File: config.mk
export PLATFORM = sky130hd
export DESIGN_NAME = leaf_out_arbiter
export DESIGN_NICKNAME = d
export VERILOG_FILES = /design/src/rtl/leaf_out_arbiter.sv
export SDC_FILE = /design/constraint.sdc
export NUM_CORES = 1
export LEC_CHECK = 0
export ABC_AREA = 0
export CAP_MARGIN = 30
export CORE_UTILIZATION = 54
export CTS_CLUSTER_SIZE = 14
export DETAILED_ROUTE_END_ITERATION = 10
export HOLD_SLACK_MARGIN = 0.03
export PLACE_DENSITY = 0.82
export SETUP_SLACK_MARGIN = 0.15
export SYNTH_ARGS = -nofsm -noshare
export SYNTH_HDL_FRONTEND = slang
export SYNTH_SLANG_ARGS = --single-unit
File: constraint.sdc
create_clock -name clk -period 13.5 [get_ports clk]
set_clock_uncertainty 0.2 [all_clocks]
set_input_delay 2.7 -clock clk [delete_from_list [all_inputs] [get_ports clk]]
set_output_delay 2.7 -clock clk [all_outputs]
set_load 0.02 [all_outputs]
File: src/rtl/leaf_out_arbiter.sv
// leaf_out_arbiter: round-robin merge of the user output streams onto the single leaf-to-BFT
// packet port, gated by per-port freespace credits and stamped with destination and BRAM address.
//
// state    | meaning
// ST_IDLE  | no grants; waiting for start
// ST_RUN   | arbitrating user streams into the packet register
// ST_DRAIN | stop seen; waiting for the last packet to leave
module leaf_out_arbiter #(
  parameter int NUM_OUT_PORTS         = 3,
  parameter int PAYLOAD_BITS          = 32,
  parameter int NUM_LEAF_BITS         = 5,
  parameter int NUM_PORT_BITS         = 4,
  parameter int NUM_ADDR_BITS         = 7,
  parameter int FREESPACE_UPDATE_SIZE = 64,
  parameter int PACKET_BITS           = 1 + NUM_LEAF_BITS + NUM_PORT_BITS + NUM_ADDR_BITS + PAYLOAD_BITS,
  parameter int SEL_BITS              = (NUM_OUT_PORTS > 1) ? $clog2(NUM_OUT_PORTS) : 1
) (
  input  logic                                  clk,
  input  logic                                  reset,
  input  logic                                  start,
  input  logic                                  stop,
  output logic                                  busy,
  input  logic                                  cfg_wr_en,
  input  logic [SEL_BITS-1:0]                   cfg_sel,
  input  logic [NUM_LEAF_BITS-1:0]              cfg_leaf,
  input  logic [NUM_PORT_BITS-1:0]              cfg_dport,
  input  logic [NUM_OUT_PORTS*PAYLOAD_BITS-1:0] din_user,
  input  logic [NUM_OUT_PORTS-1:0]              vld_user,
  output logic [NUM_OUT_PORTS-1:0]              ack_user,
  input  logic [NUM_OUT_PORTS-1:0]              credit_upd,
  output logic [PACKET_BITS-1:0]                pkt_out,
  output logic                                  pkt_vld,
  input  logic                                  pkt_ack
);

  localparam int CRED_BITS = NUM_ADDR_BITS + 1;
  localparam int DEPTH     = 2 ** NUM_ADDR_BITS;
  localparam logic [CRED_BITS-1:0] CRED_MAX   = CRED_BITS'(DEPTH);
  localparam logic [CRED_BITS:0]   CRED_MAX_X = {1'b0, CRED_MAX};
  localparam logic [CRED_BITS:0]   CRED_UPD   = (CRED_BITS + 1)'(FREESPACE_UPDATE_SIZE);

  typedef enum logic [1:0] {ST_IDLE, ST_RUN, ST_DRAIN} state_t;

  state_t                     state_q, state_d;
  logic [SEL_BITS-1:0]        ptr_q, ptr_d;
  logic [NUM_OUT_PORTS-1:0]   entry_valid_q;
  logic [NUM_LEAF_BITS-1:0]   leaf_q   [NUM_OUT_PORTS];
  logic [NUM_PORT_BITS-1:0]   dport_q  [NUM_OUT_PORTS];
  logic [NUM_ADDR_BITS-1:0]   addr_q   [NUM_OUT_PORTS];
  logic [CRED_BITS-1:0]       credit_q [NUM_OUT_PORTS];
  logic [CRED_BITS-1:0]       credit_d [NUM_OUT_PORTS];
  logic [CRED_BITS:0]         cred_sum [NUM_OUT_PORTS];

  logic                       slot_free, grant_en, found;
  logic [SEL_BITS-1:0]        gidx;
  logic [NUM_OUT_PORTS-1:0]   eligible, grant;
  logic [PAYLOAD_BITS-1:0]    sel_payload;
  logic [NUM_LEAF_BITS-1:0]   sel_leaf;
  logic [NUM_PORT_BITS-1:0]   sel_dport;
  logic [NUM_ADDR_BITS-1:0]   sel_addr;

  assign slot_free = !pkt_vld || pkt_ack;
  assign grant_en  = (state_q == ST_RUN) && slot_free;
  assign busy      = (state_q != ST_IDLE);
  assign ack_user  = grant;

  always_comb begin
    state_d = state_q;
    unique case (state_q)
      ST_IDLE:  if (start)     state_d = ST_RUN;
      ST_RUN:   if (stop)      state_d = ST_DRAIN;
      ST_DRAIN: if (slot_free) state_d = ST_IDLE;
      default:                 state_d = ST_IDLE;
    endcase
  end

  always_comb begin
    for (int i = 0; i < NUM_OUT_PORTS; i++)
      eligible[i] = vld_user[i] && entry_valid_q[i] && (credit_q[i] != '0);
  end

  // Two passes give the rotation: ports at/after ptr first, then the wrapped-around ones.
  always_comb begin
    found = 1'b0;
    gidx  = '0;
    for (int i = 0; i < NUM_OUT_PORTS; i++)
      if (grant_en && !found && eligible[i] && (i >= int'(ptr_q))) begin
        found = 1'b1;
        gidx  = SEL_BITS'(i);
      end
    for (int i = 0; i < NUM_OUT_PORTS; i++)
      if (grant_en && !found && eligible[i] && (i < int'(ptr_q))) begin
        found = 1'b1;
        gidx  = SEL_BITS'(i);
      end

    grant       = '0;
    sel_payload = '0;
    sel_leaf    = '0;
    sel_dport   = '0;
    sel_addr    = '0;
    for (int i = 0; i < NUM_OUT_PORTS; i++)
      if (found && (gidx == SEL_BITS'(i))) begin
        grant[i]    = 1'b1;
        sel_payload = din_user[i*PAYLOAD_BITS +: PAYLOAD_BITS];
        sel_leaf    = leaf_q[i];
        sel_dport   = dport_q[i];
        sel_addr    = addr_q[i];
      end

    ptr_d = ptr_q;
    if (found)
      ptr_d = (gidx == SEL_BITS'(NUM_OUT_PORTS - 1)) ? '0 : gidx + 1'b1;
  end

  // One extra bit of headroom so the saturation compare sees the true sum.
  always_comb begin
    for (int i = 0; i < NUM_OUT_PORTS; i++) begin
      cred_sum[i] = {1'b0, credit_q[i]} - {{CRED_BITS{1'b0}}, grant[i]}
                    + (credit_upd[i] ? CRED_UPD : '0);
      credit_d[i] = (cred_sum[i] > CRED_MAX_X) ? CRED_MAX : cred_sum[i][CRED_BITS-1:0];
    end
  end

  always_ff @(posedge clk or posedge reset) begin
    if (reset) begin
      state_q       <= ST_IDLE;
      ptr_q         <= '0;
      pkt_vld       <= 1'b0;
      pkt_out       <= '0;
      entry_valid_q <= '0;
      for (int i = 0; i < NUM_OUT_PORTS; i++) begin
        leaf_q[i]   <= '0;
        dport_q[i]  <= '0;
        addr_q[i]   <= '0;
        credit_q[i] <= CRED_MAX;
      end
    end else begin
      state_q <= state_d;
      ptr_q   <= ptr_d;
      if (found) begin
        pkt_out <= {1'b1, sel_leaf, sel_dport, sel_addr, sel_payload};
        pkt_vld <= 1'b1;
      end else if (pkt_ack) begin
        pkt_vld <= 1'b0;
      end
      for (int i = 0; i < NUM_OUT_PORTS; i++) begin
        credit_q[i] <= credit_d[i];
        if (cfg_wr_en && (cfg_sel == SEL_BITS'(i))) begin
          entry_valid_q[i] <= 1'b1;
          leaf_q[i]        <= cfg_leaf;
          dport_q[i]       <= cfg_dport;
          addr_q[i]        <= '0;
        end else if (grant[i]) begin
          addr_q[i] <= addr_q[i] + 1'b1;
        end
      end
    end
  end

endmodule

==> impl_metrics.json <==
{
  "status": "complete, no violations",
  "die_w_um": 117,
  "power_leakage_nw": 4.12,
  "nNetsFinal": 1064,
  "min_period_ps": 8410,
  "drive_gt1_share_pct": 8.92,
  "ys_warn_count": 0,
  "gp_congestion": 0.848,
  "power_density_mw_per_mm2": 210,
  "clockRootBuffer": "clkbuf_16",
  "wirelength_um": 19800,
  "grt_usage_pct": 29.9,
  "cp.arrival_ps": 5510,
  "drc": 0,
  "startpoint_type": "primary input",
  "synthArstFlopShare_pct": 100,
  "port_buffers": 172,
  "cp-startpoint": "pkt_ack",
  "layout_common_cells": "clkdlybuf4s50_1, nand2_1, dfrtp_1",
  "worstSkewPairLatency_ps": 420,
  "core-area_mm2": 0.0128,
  "detailedRoute.firstPassIterationCount": 5,
  "yosys_register_bits": 129,
  "dieArea_mm2": 0.0137,
  "final_common_cell": "clkdlybuf4s50_1",
  "reg2reg_setup_slack_ps": 8930,
  "yosysTopAreaCell": "dfrtp_1",
  "drtAntennaViolNets": 0,
  "final.setup.tns_ps": 0,
  "synth_cell_types": 72,
  "synthFlopType": "dfrtp_1",
  "initial_core_util_pct": 55.9,
  "syn_inst": 744,
  "antenna_found_initial": 0,
  "avgSynthCellArea_um2": 9.60,
  "syn_to_final_growth_pct": 34.6,
  "cp-end-kind": "output pin",
  "whs_ps": 265,
  "cts_setup_buffers": 0,
  "period_share_pct": 62.3,
  "detail_route.vias_per_cell": 5.88,
  "antennaDiodeCount": 0,
  "vdd_drop_max_mv": 0.137,
  "cp_max_fo": 44,
  "cts_hold_buf": 0,
  "setup_viol": 0,
  "worst_slew_pin_slew_ps": 936,
  "relSlewSlack_pct": 37.6,
  "netlist_area_mm2": 0.00714,
  "rsz0062_at_grt": "no",
  "synth_top_area_share_pct": 44.1,
  "ys_seq_area_share_pct": 45.2,
  "nFillCells": 862,
  "clk_pin_slew_ps": 50,
  "worstPathRequired_ps": 10600,
  "crit_type": "in2out",
  "grt_pass1_vias": 6418,
  "htree_levels": 4,
  "hpwl_um": 13500,
  "reg2reg_to": "credit_q[17]",
  "grt_max_degree": 79,
  "drtIter0Drc": 505,
  "clkSinkCount": 129,
  "worstReg2RegStart": "pkt_vld",
  "max_freq_mhz": 119,
  "ctsResizeCount": 0,
  "synthTopCellsByArea": "dfrtp_1, nand2_1, a221o_1",
  "hp-class": "reg2reg",
  "synth_edf_count": 0,
  "io_pins": 173,
  "maxCapViolations": 0,
  "numCtsBuffers": 17,
  "overflow": 0,
  "vias": 6420,
  "cts_tree": "yes",
  "final-hold-violation-count": 0,
  "std_cell_rows": 41,
  "wl_per_cell_um": 18.1,
  "synth_nets": 902,
  "drv_slew": 0,
  "cts.path.max_buffers": 2,
  "worstSetupEndpoint": "ack_user[0]",
  "reg2reg_depth": 17,
  "grt_pass1_wl_um": 31000,
  "dieHeight_um": 117
}
[kinds of logic (layout without fill, tap and decap cells)]
logic type | after synthesis | in the layout | synth area share, %
AND/OR/NAND/NOR | 274 | 274 | 18.3
AO/OA/AOI/OAI | 172 | 172 | 18.2
flip-flops | 129 | 129 | 45.2
buffers and inverters | 88 | 263 | 5.39
adder cells (fa/ha/maj) | 39 | 39 | 7.15
XOR/XNOR | 23 | 23 | 2.82
multiplexers | 19 | 19 | 2.98
[synth_stat cells, drive strengths merged, types with 12 or more instances]
cell type	instances
a21oi	23
a221o	46
buf	19
clkbuf	20
dfrtp	126
ha	36
inv	49
mux2	18
nand2	150
nand2b	12
nor2	39
o21ai	17
o22ai	48
xnor2	20
[area by class of cell]
type / instances / area [um2] / share of cell area (%)
Multi-Input combinational cell: 527 / 3550 / 36.9
Sequential cell: 129 / 3230 / 33.6
Inverter: 49 / 186 / 1.94
Timing Repair Buffer: 182 / 1870 / 19.5
Clock buffer: 27 / 513 / 5.34
Clock inverter: 5 / 50.0 / 0.521
Tap cell: 172 / 215 / 2.24
[metrics by stage]
stage,std cells,setup slack (ps),utilization (%),cell area (um2),power (mW)
after global placement,1053,4180,69.9,8930,1.52
after global routing,1091,4870,75.3,9610,2.15
final,1091,5090,75.3,9610,2.02
after detailed placement,1058,5120,70.6,9020,1.58
after CTS,1090,5110,75.0,9590,2.02
after floorplan,744,6680,-,7140,1.25
[critical path, cell delays in order]
cell and delay (ps):
clkdlybuf4s50_1 460, nor2b_1 100, nor3_2 330, nand2_2 300, o221ai_2 540, inv_2 240, buf_12 260, clkdlybuf4s50_1 560
[metal layers]
| metal | share of wire (%) | vias to the layer above | track usage [%] |
|---|---|---|---|
| met5 | 0 | - | 0 |
| met4 | 2.8 | 0 | 13.6 |
| met3 | 6.5 | 49 | 6.69 |
| met2 | 49 | 274 | 51.0 |
| met1 | 41 | 3098 | 36.2 |
| li1 | - | 2999 | - |
[sequential cells by signal, summed over array words and instances, names as in the netlist]
| register | flops |
|---|---|
| ptr_q | 2 |
| pkt_vld | 1 |
| entry_valid_q | 3 |
| pkt_out | 49 |
| addr_q | 21 |
| credit_q | 24 |
| leaf_q | 15 |
| dport_q | 12 |
| state_q | 2 |
[report_power, final]
group	total [mW]	internal, mW	switching (mW)
combinational	1.00	0.453	0.549
clock	0.435	0.276	0.158
sequential	0.580	0.502	0.0778
[how the worst min path moves through the flow]
| stage | startpoint | end | slack [ps] | cells past startpoint |
|---|---|---|---|---|
| floorplan | entry_valid_q[0] | entry_valid_q[0] | 230 | 1 |
| global route | pkt_out[48] | pkt_out[48] | 300 | 1 |
| finish | entry_valid_q[0] | entry_valid_q[0] | 270 | 1 |
| global placement | entry_valid_q[0] | entry_valid_q[0] | 250 | 1 |
| detailed placement | entry_valid_q[0] | entry_valid_q[0] | 250 | 1 |
| CTS | entry_valid_q[0] | entry_valid_q[0] | 270 | 1 |
Power figures use the tool's default switching activity.
